==> config.mk <==
export PLATFORM = sky130hd
export DESIGN_NAME = fetch_ctrl_flat
export DESIGN_NICKNAME = d
export VERILOG_FILES = /design/src/rtl/core_pkg.sv /design/src/rtl/fetch_ctrl_if.sv /design/src/rtl/fetch_skid.sv /design/src/rtl/fetch_ctrl.sv /design/src/flat_wrapper.sv
export SDC_FILE = /design/constraint.sdc
export NUM_CORES = 1
export LEC_CHECK = 0
export CORE_AREA = 5 5 133 186
export DETAILED_ROUTE_END_ITERATION = 8
export DIE_AREA = 0 0 138 191
export PLACE_DENSITY = 0.67
export RECOVER_POWER = 25
export REMOVE_ABC_BUFFERS = 1
export SETUP_SLACK_MARGIN = 0.2
export SLEW_MARGIN = 25
export SYNTH_ARGS = -nofsm -noshare
export SYNTH_HDL_FRONTEND = slang
export SYNTH_SLANG_ARGS = --single-unit
==> constraint.sdc <==
create_clock -name clk -period 2.24 [get_ports clk]
set_input_delay 0.224 -clock clk [delete_from_list [all_inputs] [get_ports clk]]
set_output_delay 0.224 -clock clk [all_outputs]
set_load 0.01 [all_outputs]
==> src/rtl/core_pkg.sv <==
// -----------------------------------------------------------------------------
// core_pkg
// Shared types and constants for the five-stage core's fetch logic.
//   fetch_state_t : fetch sequencer states (BOOT, REQ, HOLD, DISCARD)
//   XLEN          : datapath / address width
//   NOP_BUBBLE    : word presented to the F/D register when nothing is valid
//   pc_inc()      : sequential next-PC, wraps modulo 2^XLEN
// -----------------------------------------------------------------------------
package core_pkg;

    localparam int XLEN = 32;

    localparam logic [XLEN-1:0] NOP_BUBBLE = 32'd0;

    typedef enum logic [1:0] {
        BOOT    = 2'd0,
        REQ     = 2'd1,
        HOLD    = 2'd2,
        DISCARD = 2'd3
    } fetch_state_t;

    // Bits [1:0] ride along untouched; the carry out of bit 31 is dropped.
    function automatic logic [XLEN-1:0] pc_inc(input logic [XLEN-1:0] pc);
        return pc + 32'd4;
    endfunction

endpackage

==> src/rtl/fetch_ctrl_if.sv <==
// -----------------------------------------------------------------------------
// fetch_ctrl_if
// Instruction-memory request/response bus between the fetch sequencer and
// a variable-latency instruction memory.
//   req    : fetch request, held high until rvalid
//   addr   : fetch address, stable while req is high
//   rvalid : response valid, may coincide with the first cycle of req
//   rdata  : instruction word, valid with rvalid
// Modports: master (fetch side), slave (memory side).
// -----------------------------------------------------------------------------
interface fetch_ctrl_if;
    import core_pkg::*;

    logic            req;
    logic [XLEN-1:0] addr;
    logic            rvalid;
    logic [XLEN-1:0] rdata;

    modport master (
        output req,
        output addr,
        input  rvalid,
        input  rdata
    );

    modport slave (
        input  req,
        input  addr,
        output rvalid,
        output rdata
    );

endinterface

==> src/rtl/fetch_skid.sv <==
// -----------------------------------------------------------------------------
// fetch_skid
// One-entry buffer that parks a fetched instruction with its PC and PC+4
// while decode is stalled.
// Ports:
//   clk, rst_n          : clock, asynchronous active-low reset
//   load                : capture instr_in / pc_in (pc+4 is derived here)
//   clear               : drop the entry; wins over load
//   instr_in, pc_in     : word and its address to capture
//   instr_out, pc_out,
//   pc_plus_4_out       : buffered entry
//   valid               : entry holds an undelivered instruction
// -----------------------------------------------------------------------------
module fetch_skid
    import core_pkg::*;
(
    input  logic            clk,
    input  logic            rst_n,
    input  logic            load,
    input  logic            clear,
    input  logic [XLEN-1:0] instr_in,
    input  logic [XLEN-1:0] pc_in,
    output logic [XLEN-1:0] instr_out,
    output logic [XLEN-1:0] pc_out,
    output logic [XLEN-1:0] pc_plus_4_out,
    output logic            valid
);

    logic            valid_reg;
    logic [XLEN-1:0] instr_reg;
    logic [XLEN-1:0] pc_reg;
    logic [XLEN-1:0] pc_plus_4_reg;

    always_ff @(posedge clk or negedge rst_n) begin
        if (!rst_n) begin
            valid_reg     <= 1'b0;
            instr_reg     <= NOP_BUBBLE;
            pc_reg        <= '0;
            pc_plus_4_reg <= '0;
        end else if (clear) begin
            valid_reg     <= 1'b0;
            instr_reg     <= NOP_BUBBLE;
            pc_reg        <= '0;
            pc_plus_4_reg <= '0;
        end else if (load) begin
            valid_reg     <= 1'b1;
            instr_reg     <= instr_in;
            pc_reg        <= pc_in;
            pc_plus_4_reg <= pc_inc(pc_in);
        end
    end

    assign instr_out     = instr_reg;
    assign pc_out        = pc_reg;
    assign pc_plus_4_out = pc_plus_4_reg;
    assign valid         = valid_reg;

endmodule

==> src/rtl/fetch_ctrl.sv <==
// -----------------------------------------------------------------------------
// fetch_ctrl
// Instruction-fetch sequencer. Owns the fetch PC, issues requests to a
// variable-latency instruction memory and feeds the F/D pipeline register
// through fd_en / fd_clr, honouring decode stalls and execute redirects.
// Parameters:
//   RESET_PC      : first fetch address after reset
// Ports:
//   clk, rst_n    : clock, asynchronous active-low reset
//   imem          : instruction memory bus (fetch_ctrl_if.master)
//   redirect      : taken branch/jump from execute, highest priority
//   redirect_pc   : redirect target
//   stall_d       : decode holds the F/D register
//   instr_f, pcf,
//   pc_plus_4f    : instruction, its PC and PC+4 for the F/D register
//   fd_en         : F/D register loads instr_f / pcf / pc_plus_4f
//   fd_clr        : F/D register loads a bubble (overrides fd_en)
//   perf_wait_cnt : saturating count of cycles spent waiting on memory
// Optional feature macro: FETCH_CTRL_PERF_EN enables perf_wait_cnt;
// without it the output is tied to zero.
// -----------------------------------------------------------------------------
module fetch_ctrl
    import core_pkg::*;
#(
    parameter logic [XLEN-1:0] RESET_PC = 32'h0000_0000
) (
    input  logic            clk,
    input  logic            rst_n,
    fetch_ctrl_if.master    imem,
    input  logic            redirect,
    input  logic [XLEN-1:0] redirect_pc,
    input  logic            stall_d,
    output logic [XLEN-1:0] instr_f,
    output logic [XLEN-1:0] pcf,
    output logic [XLEN-1:0] pc_plus_4f,
    output logic            fd_en,
    output logic            fd_clr,
    output logic [XLEN-1:0] perf_wait_cnt
);

    fetch_state_t    state_reg;
    logic [XLEN-1:0] pc_reg;
    // Address of an abandoned request; the memory still sees it until the
    // stale response comes back, while pc_reg already holds the new target.
    logic [XLEN-1:0] discard_addr_reg;

    logic            skid_load;
    logic            skid_clear;
    logic            skid_valid;
    logic [XLEN-1:0] skid_instr;
    logic [XLEN-1:0] skid_pc;
    logic [XLEN-1:0] skid_pc_plus_4;
    logic [XLEN-1:0] pc_plus_4;

    assign pc_plus_4 = pc_inc(pc_reg);

    fetch_skid u_skid (
        .clk           (clk),
        .rst_n         (rst_n),
        .load          (skid_load),
        .clear         (skid_clear),
        .instr_in      (imem.rdata),
        .pc_in         (pc_reg),
        .instr_out     (skid_instr),
        .pc_out        (skid_pc),
        .pc_plus_4_out (skid_pc_plus_4),
        .valid         (skid_valid)
    );

    // -------------------------------------------------------------------------
    // Sequencer state and fetch PC
    // -------------------------------------------------------------------------
    always_ff @(posedge clk or negedge rst_n) begin
        if (!rst_n) begin
            state_reg        <= BOOT;
            pc_reg           <= RESET_PC;
            discard_addr_reg <= RESET_PC;
        end else begin
            case (state_reg)
                BOOT: begin
                    state_reg <= REQ;
                    if (redirect) begin
                        pc_reg <= redirect_pc;
                    end
                end

                REQ: begin
                    if (redirect) begin
                        pc_reg <= redirect_pc;
                        // A response in this same cycle closes the old
                        // request, so the target can be requested at once.
                        if (!imem.rvalid) begin
                            state_reg        <= DISCARD;
                            discard_addr_reg <= pc_reg;
                        end
                    end else if (imem.rvalid) begin
                        pc_reg <= pc_plus_4;
                        if (stall_d) begin
                            state_reg <= HOLD;
                        end
                    end
                end

                HOLD: begin
                    if (redirect) begin
                        pc_reg    <= redirect_pc;
                        state_reg <= REQ;
                    end else if (!stall_d) begin
                        state_reg <= REQ;
                    end
                end

                DISCARD: begin
                    if (redirect) begin
                        pc_reg <= redirect_pc;
                    end
                    if (imem.rvalid) begin
                        state_reg <= REQ;
                    end
                end

                default: state_reg <= BOOT;
            endcase
        end
    end

    // -------------------------------------------------------------------------
    // Memory request and F/D controls (combinational, no added latency)
    // -------------------------------------------------------------------------
    always_comb begin
        imem.req   = 1'b0;
        imem.addr  = pc_reg;
        instr_f    = NOP_BUBBLE;
        pcf        = '0;
        pc_plus_4f = '0;
        fd_en      = 1'b0;
        fd_clr     = 1'b0;
        skid_load  = 1'b0;
        skid_clear = 1'b0;

        case (state_reg)
            BOOT: begin
                fd_clr = 1'b1;
            end

            REQ: begin
                imem.req   = 1'b1;
                instr_f    = imem.rdata;
                pcf        = pc_reg;
                pc_plus_4f = pc_plus_4;
                if (redirect) begin
                    fd_clr = 1'b1;
                end else if (imem.rvalid && !stall_d) begin
                    fd_en = 1'b1;
                end else if (imem.rvalid) begin
                    skid_load = 1'b1;
                end else if (!stall_d) begin
                    fd_clr = 1'b1;
                end
            end

            HOLD: begin
                instr_f    = skid_instr;
                pcf        = skid_pc;
                pc_plus_4f = skid_pc_plus_4;
                if (redirect) begin
                    fd_clr     = 1'b1;
                    skid_clear = 1'b1;
                end else if (!stall_d) begin
                    fd_en      = skid_valid;
                    skid_clear = 1'b1;
                end
            end

            DISCARD: begin
                imem.req  = 1'b1;
                imem.addr = discard_addr_reg;
                fd_clr    = redirect || !stall_d;
            end

            default: begin
                fd_clr = 1'b1;
            end
        endcase
    end

    // -------------------------------------------------------------------------
    // Memory-wait performance counter
    // -------------------------------------------------------------------------
`ifdef FETCH_CTRL_PERF_EN
    logic [XLEN-1:0] perf_cnt_reg;

    always_ff @(posedge clk or negedge rst_n) begin
        if (!rst_n) begin
            perf_cnt_reg <= '0;
        end else if (imem.req && !imem.rvalid && (perf_cnt_reg != '1)) begin
            perf_cnt_reg <= perf_cnt_reg + 32'd1;
        end
    end

    assign perf_wait_cnt = perf_cnt_reg;
`else
    assign perf_wait_cnt = '0;
`endif

endmodule

==> src/flat_wrapper.sv <==
// flat-port wrapper written by rule: the top's interface ports become plain ports
module fetch_ctrl_flat import core_pkg::*;
#(
    parameter logic [XLEN-1:0] RESET_PC = 32'h0000_0000
)
  (clk, rst_n, redirect, redirect_pc, stall_d, instr_f, pcf, pc_plus_4f, fd_en, fd_clr, perf_wait_cnt, imem_req, imem_addr, imem_rvalid, imem_rdata);
  fetch_ctrl_if imem_i ();
  input  logic clk;
  input  logic rst_n;
  input  logic redirect;
  input  logic [XLEN-1:0] redirect_pc;
  input  logic stall_d;
  output logic [XLEN-1:0] instr_f;
  output logic [XLEN-1:0] pcf;
  output logic [XLEN-1:0] pc_plus_4f;
  output logic fd_en;
  output logic fd_clr;
  output logic [XLEN-1:0] perf_wait_cnt;
  output wire logic [$bits(imem_i.req)-1:0] imem_req;
  output wire logic [$bits(imem_i.addr)-1:0] imem_addr;
  input wire logic [$bits(imem_i.rvalid)-1:0] imem_rvalid;
  input wire logic [$bits(imem_i.rdata)-1:0] imem_rdata;
  assign imem_req = imem_i.req;
  assign imem_addr = imem_i.addr;
  assign imem_i.rvalid = imem_rvalid;
  assign imem_i.rdata = imem_rdata;
  fetch_ctrl #(.RESET_PC(RESET_PC)) u_core (.clk(clk), .rst_n(rst_n), .imem(imem_i), .redirect(redirect), .redirect_pc(redirect_pc), .stall_d(stall_d), .instr_f(instr_f), .pcf(pcf), .pc_plus_4f(pc_plus_4f), .fd_en(fd_en), .fd_clr(fd_clr), .perf_wait_cnt(perf_wait_cnt));
endmodule
==> results of run 1 <==
where the power goes:
group / internal (mW) / switching (mW)
combinational: 7.37 / 6.03
clock: 1.79 / 1.36
sequential: 4.08 / 0.941
worst max-delay path by stage:
stage / depth (start not counted) / end / slack [ps]
after detailed placement: 6 / pc_plus_4f[29] / -200
after CTS: 9 / pc_plus_4f[26] / -210
final: 8 / pc_plus_4f[22] / -370
after global placement: 6 / pc_plus_4f[29] / -180
after floorplan: 6 / u_core.u_skid.instr_out[0] / -5860
after global routing: 8 / pc_plus_4f[24] / -480
per-layer routing:
layer / vias up / wire length, um / track usage
li1: 3988 / - / -
met1: 4719 / 14770 / 0.2950
met2: 581 / 19990 / 0.4214
met3: 205 / 3013 / 0.04204
met4: 0 / 2935 / 0.1133
met5: - / 0 / 0
synthesized netlist by cell type (all sizes together):
master / count
buf: 63
a21oi: 6
and2: 3
o21a: 1
or3: 1
o21ai: 82
nand2: 107
nor3: 15
nand4: 13
dfrtp: 161
mux2: 63
and4: 2
nor2b: 72
ha: 6
a22oi: 73
conb: 1
and3b: 1
nor4: 6
or4: 1
clkbuf: 65
inv: 6
mux2i: 2
nand4b: 1
nand3: 18
nor2: 18
and3: 5
or2: 1
o22ai: 1
xnor2: 29
xor2: 29
nor4b: 1
a22o: 69
nand2b: 2
what timing repair did:
item	4_1_cts	5_1_grt
buffers inserted	76	37
cloned	13	24
setup endpoints to repair	205	260
hold buffers	1	0
endpoints found under the hold margin	59	0
resized for setup	762	267
pin swaps	42	67
per-stage QoR:
| step | worst slack (ps) | cells | total power, mW | util | cell area (um2) |
|---|---|---|---|---|---|
| after detailed placement | -200.8 | 1446 | 13.54 | 0.5195 | 11930 |
| after global routing | -479.8 | 1629 | 22.40 | 0.6809 | 15630 |
| after global placement | -182.0 | 1446 | 13.39 | 0.5195 | 11930 |
| final | -374.9 | 1629 | 21.58 | 0.6809 | 15630 |
| after floorplan | -5865 | 827 | 8.860 | - | 8459 |
| after CTS | -206.0 | 1568 | 18.82 | 0.6044 | 13870 |
kinds of logic after synthesis:
kind of cell / after synthesis
flops: 161
other cells: 1
xor+xnor: 58
compound gates: 232
simple gates: 267
mux: 65
fa+ha+maj: 6
buf+inv: 134
worst min-delay path, stage by stage:
cell and delay [ps]:
clkdlybuf4s50_1 410, nand2_1 60, o21ai_0 70
area by class of cell:
| class | count | share of cell area |
|---|---|---|
| Sequential cell | 161 | 0.2578 |
| Timing Repair Buffer | 464 | 0.3119 |
| Tap cell | 306 | 0.02449 |
| Clock inverter | 15 | 0.01265 |
| Inverter | 6 | 0.001441 |
| Clock buffer | 17 | 0.02721 |
| Multi-Input combinational cell | 660 | 0.3645 |
==> flow_summary.rst, run 1 <==
.. list-table::
   :header-rows: 1

   * - Metric
     - Value
   * - Total Routed Length
     - 40.71 mm
   * - Fraction of final layout cells with drive strength greater than 1
     - 0.5314
   * - Run status
     - finished, violations left
   * - Final ANT Viol Nets
     - 0
   * - Post-layout min period
     - 2615 ps
   * - Transition time at the pin with the least slew margin
     - about 1900 ps
   * - Data required time of the worst path
     - 2020 ps
   * - Static leakage
     - 7.096 nW
   * - Cell depth of the worst flop-to-flop path
     - 13
   * - DRT iter0 DRCs
     - 794
   * - RSZ-0062 raised after global routing
     - true
   * - Buffer type at the clock tree root
     - clkbuf_16
   * - Cell Pwr Density
     - 1380 nW/um2
   * - Kind of end point of the critical path
     - primary output
   * - Final Slew Violations
     - just over 100
   * - Origin of the critical flop-to-flop path
     - u_core.state_reg[1]
   * - Number of distinct standard cells referenced by the synthesized netlist
     - 41
   * - Overall routing resource usage
     - 0.2431
   * - Worst Hold End
     - u_core.pc_reg[30]
   * - GRT Residual Overflow
     - 0
   * - Starting Density
     - 0.3920
   * - Share of the synthesized area in the top cell type
     - 0.4477
   * - Worst-case vdd ir drop
     - between 800 and 900 uV
   * - Clock latency on the worst-skew pair
     - between 400 and 500 ps
   * - Number of setup violations in the final report
     - 148
   * - Most frequent standard cell in the layout excluding fill and tap cells
     - dfrtp_1
   * - Synth Area in XOR/XNOR
     - 0.05644
   * - CTS H-tree lvls
     - 4
   * - Critical path type
     - reg -> out
   * - Post-detailed-route DRC marker count
     - 0
   * - DIE AREA
     - approximately 26000 um2
   * - Max-cap violation count
     - 2
   * - Vias per std cell
     - 5.828
   * - IO Port Bufs
     - 199
   * - Final TNS setup
     - -12600 ps
   * - Crit path DAT
     - 2390 ps
   * - Core outline area
     - 22960 um2
   * - Multiplexer share of the synthesized area
     - 0.08105
   * - TritonCTS clock tree
     - done
   * - Sequential-to-total area share from yosys stat
     - 0.4477
   * - Failing checks
     - capacitance limit, slew limit, setup timing
   * - Cell types with the largest area share after synthesis
     - dfrtp_1, mux2_2, a22o_1
   * - CP Max Fanout
     - 4
   * - Final GP Congestion
     - 0.8159
   * - Total area of multi-input combinational cells
     - 5698 um2
   * - Worst-case clock skew
     - 15.85 ps
   * - Diode insertion count for antenna repair
     - 0
   * - Maximum buffer depth of the clock tree
     - 2
   * - Final nets
     - 1385
   * - Kind of path behind the tightest hold check
     - in -> reg
   * - Die boundary width
     - around 140 um
   * - TritonCTS buffer count
     - 17
   * - Share of synthesized cell area in full adder, half adder and majority cells
     - 0.008341
   * - Maximum clock rate
     - around 380 MHz
   * - Instance count along the most critical hold path
     - 3
   * - Final Worst Setup Slack
     - -374.9 ps
   * - Number of standard cells after synthesis
     - slightly above 900
   * - Maximum number of pins on one net before global-route repair
     - 73
   * - # rows
     - 66
   * - Global-route wire length before repair
     - 50.81 mm
   * - Number of endpoints with negative hold slack in the final report
     - 0
   * - Via count
     - 9493
   * - Num Clock Sinks
     - between 150 and 200
   * - Worst-path clk slew
     - ~70 ps
   * - Critical Path Slowest Stage Cell
     - dfrtp_1
   * - Worst rel slew slack
     - -0.2405
   * - Layout overhead on the synthesized area
     - 73.70%
   * - Post-synthesis share of cell area spent on and, or, nand and nor gates
     - 0.1521
   * - Cell area after synthesis
     - 9000 um2
   * - Routed length per instance
     - around 25 um
   * - Average cell area after synthesis
     - 9.740 um2
   * - Largest family of logic cells by synthesized area
     - compound AO/OA/AOI/OAI gates
   * - Antenna violations before repair
     - 0
   * - Kind of cell adding the most delay to the critical path
     - simple AND/OR/NAND/NOR gates
   * - Compound-cell area share of the yosys netlist
     - 0.1785
   * - Number of ports placed on the die boundary
     - 232
   * - Stage delay of the slowest cell on the critical path
     - 450 ps
   * - Count of filler cells inserted in the layout
     - 1619
   * - Capturing point of the worst reg2reg path
     - u_core.u_skid.pc_plus_4_out[28]
   * - Number of iterations in the first detailed-routing pass
     - 5
   * - Seq. cell area
     - between 4000 and 5000 um2
   * - Final Hold Slack
     - 367.3 ps
   * - Yosys warning total
     - 0
   * - Most used cells in the layout excluding fill and tap cells
     - dfrtp_1, buf_4, buf_2
   * - Nature of the critical path startpoint
     - flop
   * - Count of buffer and inverter cells on the critical path
     - 3
   * - Final worst-path cycle share
     - 1.167
   * - Hold_sp
     - redirect_pc[30]
   * - Number of global-route vias before repair
     - 8883
   * - Worst path most repeated cell
     - buf_4
   * - Y dimension of the die
     - 191 um
   * - Launching instance or port of the critical path
     - u_core.pc_reg[14]
   * - Dominant cell type by area after synthesis
     - dfrtp_1
   * - Post-DP HPWL
     - 19.46 mm
   * - Worst reg2reg setup slack
     - -70 ps
   * - Register bit count reported by yosys
     - 161
   * - Ordered list of cells on the worst path
     - buf_4, nand3_1, nor3_2, nand4_1, xor2_1, o21ai_1, buf_4, buf_2
Power figures use the tool's default switching activity.
==> run 2, diff against run 1 <==
Settings changed: CORE_AREA 5 5 133 186 to 2 2 130 183, DIE_AREA 0 0 138 191 to 0 0 132 185.
==> run 2 against run 1 <==
  * The run still ends with capacitance limit, slew limit, setup timing left
  * Register-to-register slack worse by 70 ps
  * First-iteration DRC count is 16% higher
  * Final area is 1.9% lower
  * Clock skew is 7.0 ps lower
  * Final cell count is 0.98% lower
  * Total power is 0.62% higher
  * Maximum frequency hardly changed
  * Die area is 7.4% lower
  * Sequential share of layout area is 0.50 points higher
  * Core utilization is 1.0 points lower
  * Critical path type unchanged
  * Largest power group unchanged
==> flow_summary.rst, run 2 (same netlist as run 1, synthesis figures left out) <==
.. list-table::
   :header-rows: 1

   * - Metric
     - Value
   * - Kind of end point of the critical path
     - primary output
   * - Final ANT Viol Nets
     - 0
   * - # rows
     - 66
   * - Worst rel slew slack
     - -0.1000
   * - Nature of the critical path startpoint
     - flop
   * - Count of buffer and inverter cells on the critical path
     - 3
   * - Layout overhead on the synthesized area
     - 70.42%
   * - Crit path DAT
     - 2390 ps
   * - Internal
     - 13.34 mW
   * - Total Power
     - 21.71 mW
   * - Post-layout min period
     - ~2600 ps
   * - CTS H-tree lvls
     - 4
   * - Maximum number of pins on one net before global-route repair
     - 56
   * - Maximum clock rate
     - 382.5 MHz
   * - Fraction of final layout cells with drive strength greater than 1
     - 0.5295
   * - GRT Residual Overflow
     - 0
   * - Static leakage
     - between 6 and 7 nW
   * - Post-DP HPWL
     - about 19 mm
   * - TritonCTS clock tree
     - done
   * - DIE AREA
     - 24420 um2
   * - Clock latency on the worst-skew pair
     - 440 ps
   * - Worst-case vdd ir drop
     - approximately 740 uV
   * - Ordered list of cells on the worst path
     - nand4_4, buf_6, nor4_4, buf_4, nand4_1, xor2_2, o21ai_2, buf_2
   * - Number of ports placed on the die boundary
     - roughly 230
   * - Overall routing resource usage
     - 0.2633
   * - Share of total power consumed by net switching
     - 0.3856
   * - Sequential share of power
     - 0.229
   * - Post-detailed-route DRC marker count
     - 0
   * - Run status
     - finished, violations left
   * - Most used cells in the layout excluding fill and tap cells
     - dfrtp_1, buf_4, buf_6
   * - DRT iter0 DRCs
     - 924
   * - Utilization after layout
     - 0.6705
   * - CP Max Fanout
     - 3
   * - Critical Path Slowest Stage Cell
     - dfrtp_1
   * - Final GP Congestion
     - just under 0.9
   * - Failing checks
     - capacitance limit, slew limit, setup timing
   * - Number of endpoints with negative hold slack in the final report
     - 0
   * - Final TNS setup
     - -12140 ps
   * - Critical path type
     - reg -> out
   * - Most frequent standard cell in the layout excluding fill and tap cells
     - dfrtp_1
   * - Kind of cell adding the most delay to the critical path
     - simple AND/OR/NAND/NOR gates
   * - Total Routed Length
     - approximately 40 mm
   * - Final nets
     - 1369
   * - Clock Power Share
     - 0.144
   * - Die boundary width
     - 132 um
   * - Antenna violations before repair
     - 0
   * - Stage delay of the slowest cell on the critical path
     - 480 ps
   * - Via count
     - 9523
   * - Starting Density
     - 0.3934
   * - Number of setup violations in the final report
     - between 100 and 150
   * - Num Clock Sinks
     - approximately 160
   * - Vias per std cell
     - 5.904
   * - Number of iterations in the first detailed-routing pass
     - 5
   * - Cell Pwr Density
     - approximately 1400 nW/um2
   * - Combinational power share
     - 0.627
   * - Final worst-path cycle share
     - 1.167
   * - Max-cap violation count
     - 1
   * - Diode insertion count for antenna repair
     - 0
   * - TritonCTS buffer count
     - 17
   * - Data required time of the worst path
     - 2020 ps
   * - Maximum buffer depth of the clock tree
     - 2
   * - RSZ-0062 raised after global routing
     - true
   * - Worst-path clk slew
     - roughly 70 ps
   * - Core outline area
     - 22870 um2
   * - Switching Power
     - 8.373 mW
   * - IO Port Bufs
     - 199
   * - Y dimension of the die
     - 185 um
   * - Number of global-route vias before repair
     - just under 9k
   * - Global-route wire length before repair
     - just under 50 mm
   * - Routed length per instance
     - 24.58 um
   * - Final Slew Violations
     - 33
   * - Worst-case clock skew
     - approximately 9 ps
   * - Final Hold Slack
     - about 350 ps
   * - Transition time at the pin with the least slew margin
     - 1650 ps
   * - Kind of path behind the tightest hold check
     - in -> reg
   * - Final Worst Setup Slack
     - -374.6 ps
   * - Buffer type at the clock tree root
     - clkbuf_16
[run 2: cell count changes in the layout (fill, tap and decap cells not counted), moves of 6 or more]
cell	delta
buf_12	-6
buf_8	-8
buf_2	-10
mux2_2	+23
nand2_1	+6
mux2_4	-23
o21ai_2	+11
clkbuf_2	+11
o21ai_1	-9
[run 2: routing by layer]
metal	up-vias	share of wire	track usage	wire length, um
met3	170	0.076	0.04652	3022
li1	3945	-	-	-
met2	615	0.49	0.4596	19350
met4	0	0.064	0.1200	2524
met5	-	0	0	0
met1	4793	0.37	0.3170	14750
[run 2: final cells by class]
cell class,count,area [um2]
Clock buffer,18,439.2
Clock inverter,14,177.7
Fill cell,1606,7537
Inverter,6,25.02
Multi-Input combinational cell,660,5669
Sequential cell,161,4031
Tap cell,306,382.9
Timing Repair Buffer,448,4612
[run 2: path summary, 6_finish.rpt]
| check | slack (ps) | from | end | cells after the start |
|---|---|---|---|---|
| worst max-delay path | -370 | u_core.pc_reg[13] | pc_plus_4f[25] | 8 |
| worst min-delay path | 350 | redirect_pc[29] | u_core.pc_reg[29] | 3 |
| worst max register to register | -140 | u_core.state_reg[1] | u_core.u_skid.pc_out[2] | 12 |
| worst min register to register | 490 | u_core.u_skid.pc_plus_4_out[15] | u_core.u_skid.pc_plus_4_out[15] | 2 |
| max in group asynchronous | 340 | rst_n | u_core.u_skid.instr_out[4] | 3 |
| min in group asynchronous | 670 | rst_n | u_core.discard_addr_reg[20] | 2 |
[run 2: repair_timing]
item | in CTS | in global routing
setup endpoints to repair | 235 | 244
endpoints found under the hold margin | 50 | 0
hold buffers | 1 | 0
cloned | 12 | 19
pin swaps | 54 | 90
resized for setup | 566 | 397
setup buffers | 44 | 63
[run 2: stage by stage]
step	worst slack, ps	instances	instance area [um2]
floorplan	-5865	827	8459
global placement	-237.7	1442	11880
detailed placement	-268.5	1442	11880
CTS	-173.5	1531	13430
global route	-367.1	1613	15340
finish	-374.6	1613	15340
[run 2: worst reg2reg max path, cell delays in order (launching register included)]
cell	delay [ps]
dfrtp_1	410
buf_6	130
buf_6	120
ha_4	160
buf_12	140
buf_8	130
buf_12	130
buf_6	120
a21oi_4	280
buf_4	180
buf_6	210
nand2_1	120
o21ai_0	150
[run 2: power by group through the flow]
stage	Sequential [mW]	Combinational [mW]	Clock (mW)
after floorplan	4.65	4.21	0
after global placement	4.68	8.54	0
after detailed placement	4.72	8.63	0
after CTS	4.73	10.5	3.12
after global routing	5.07	14.2	3.28
final	4.98	13.6	3.12
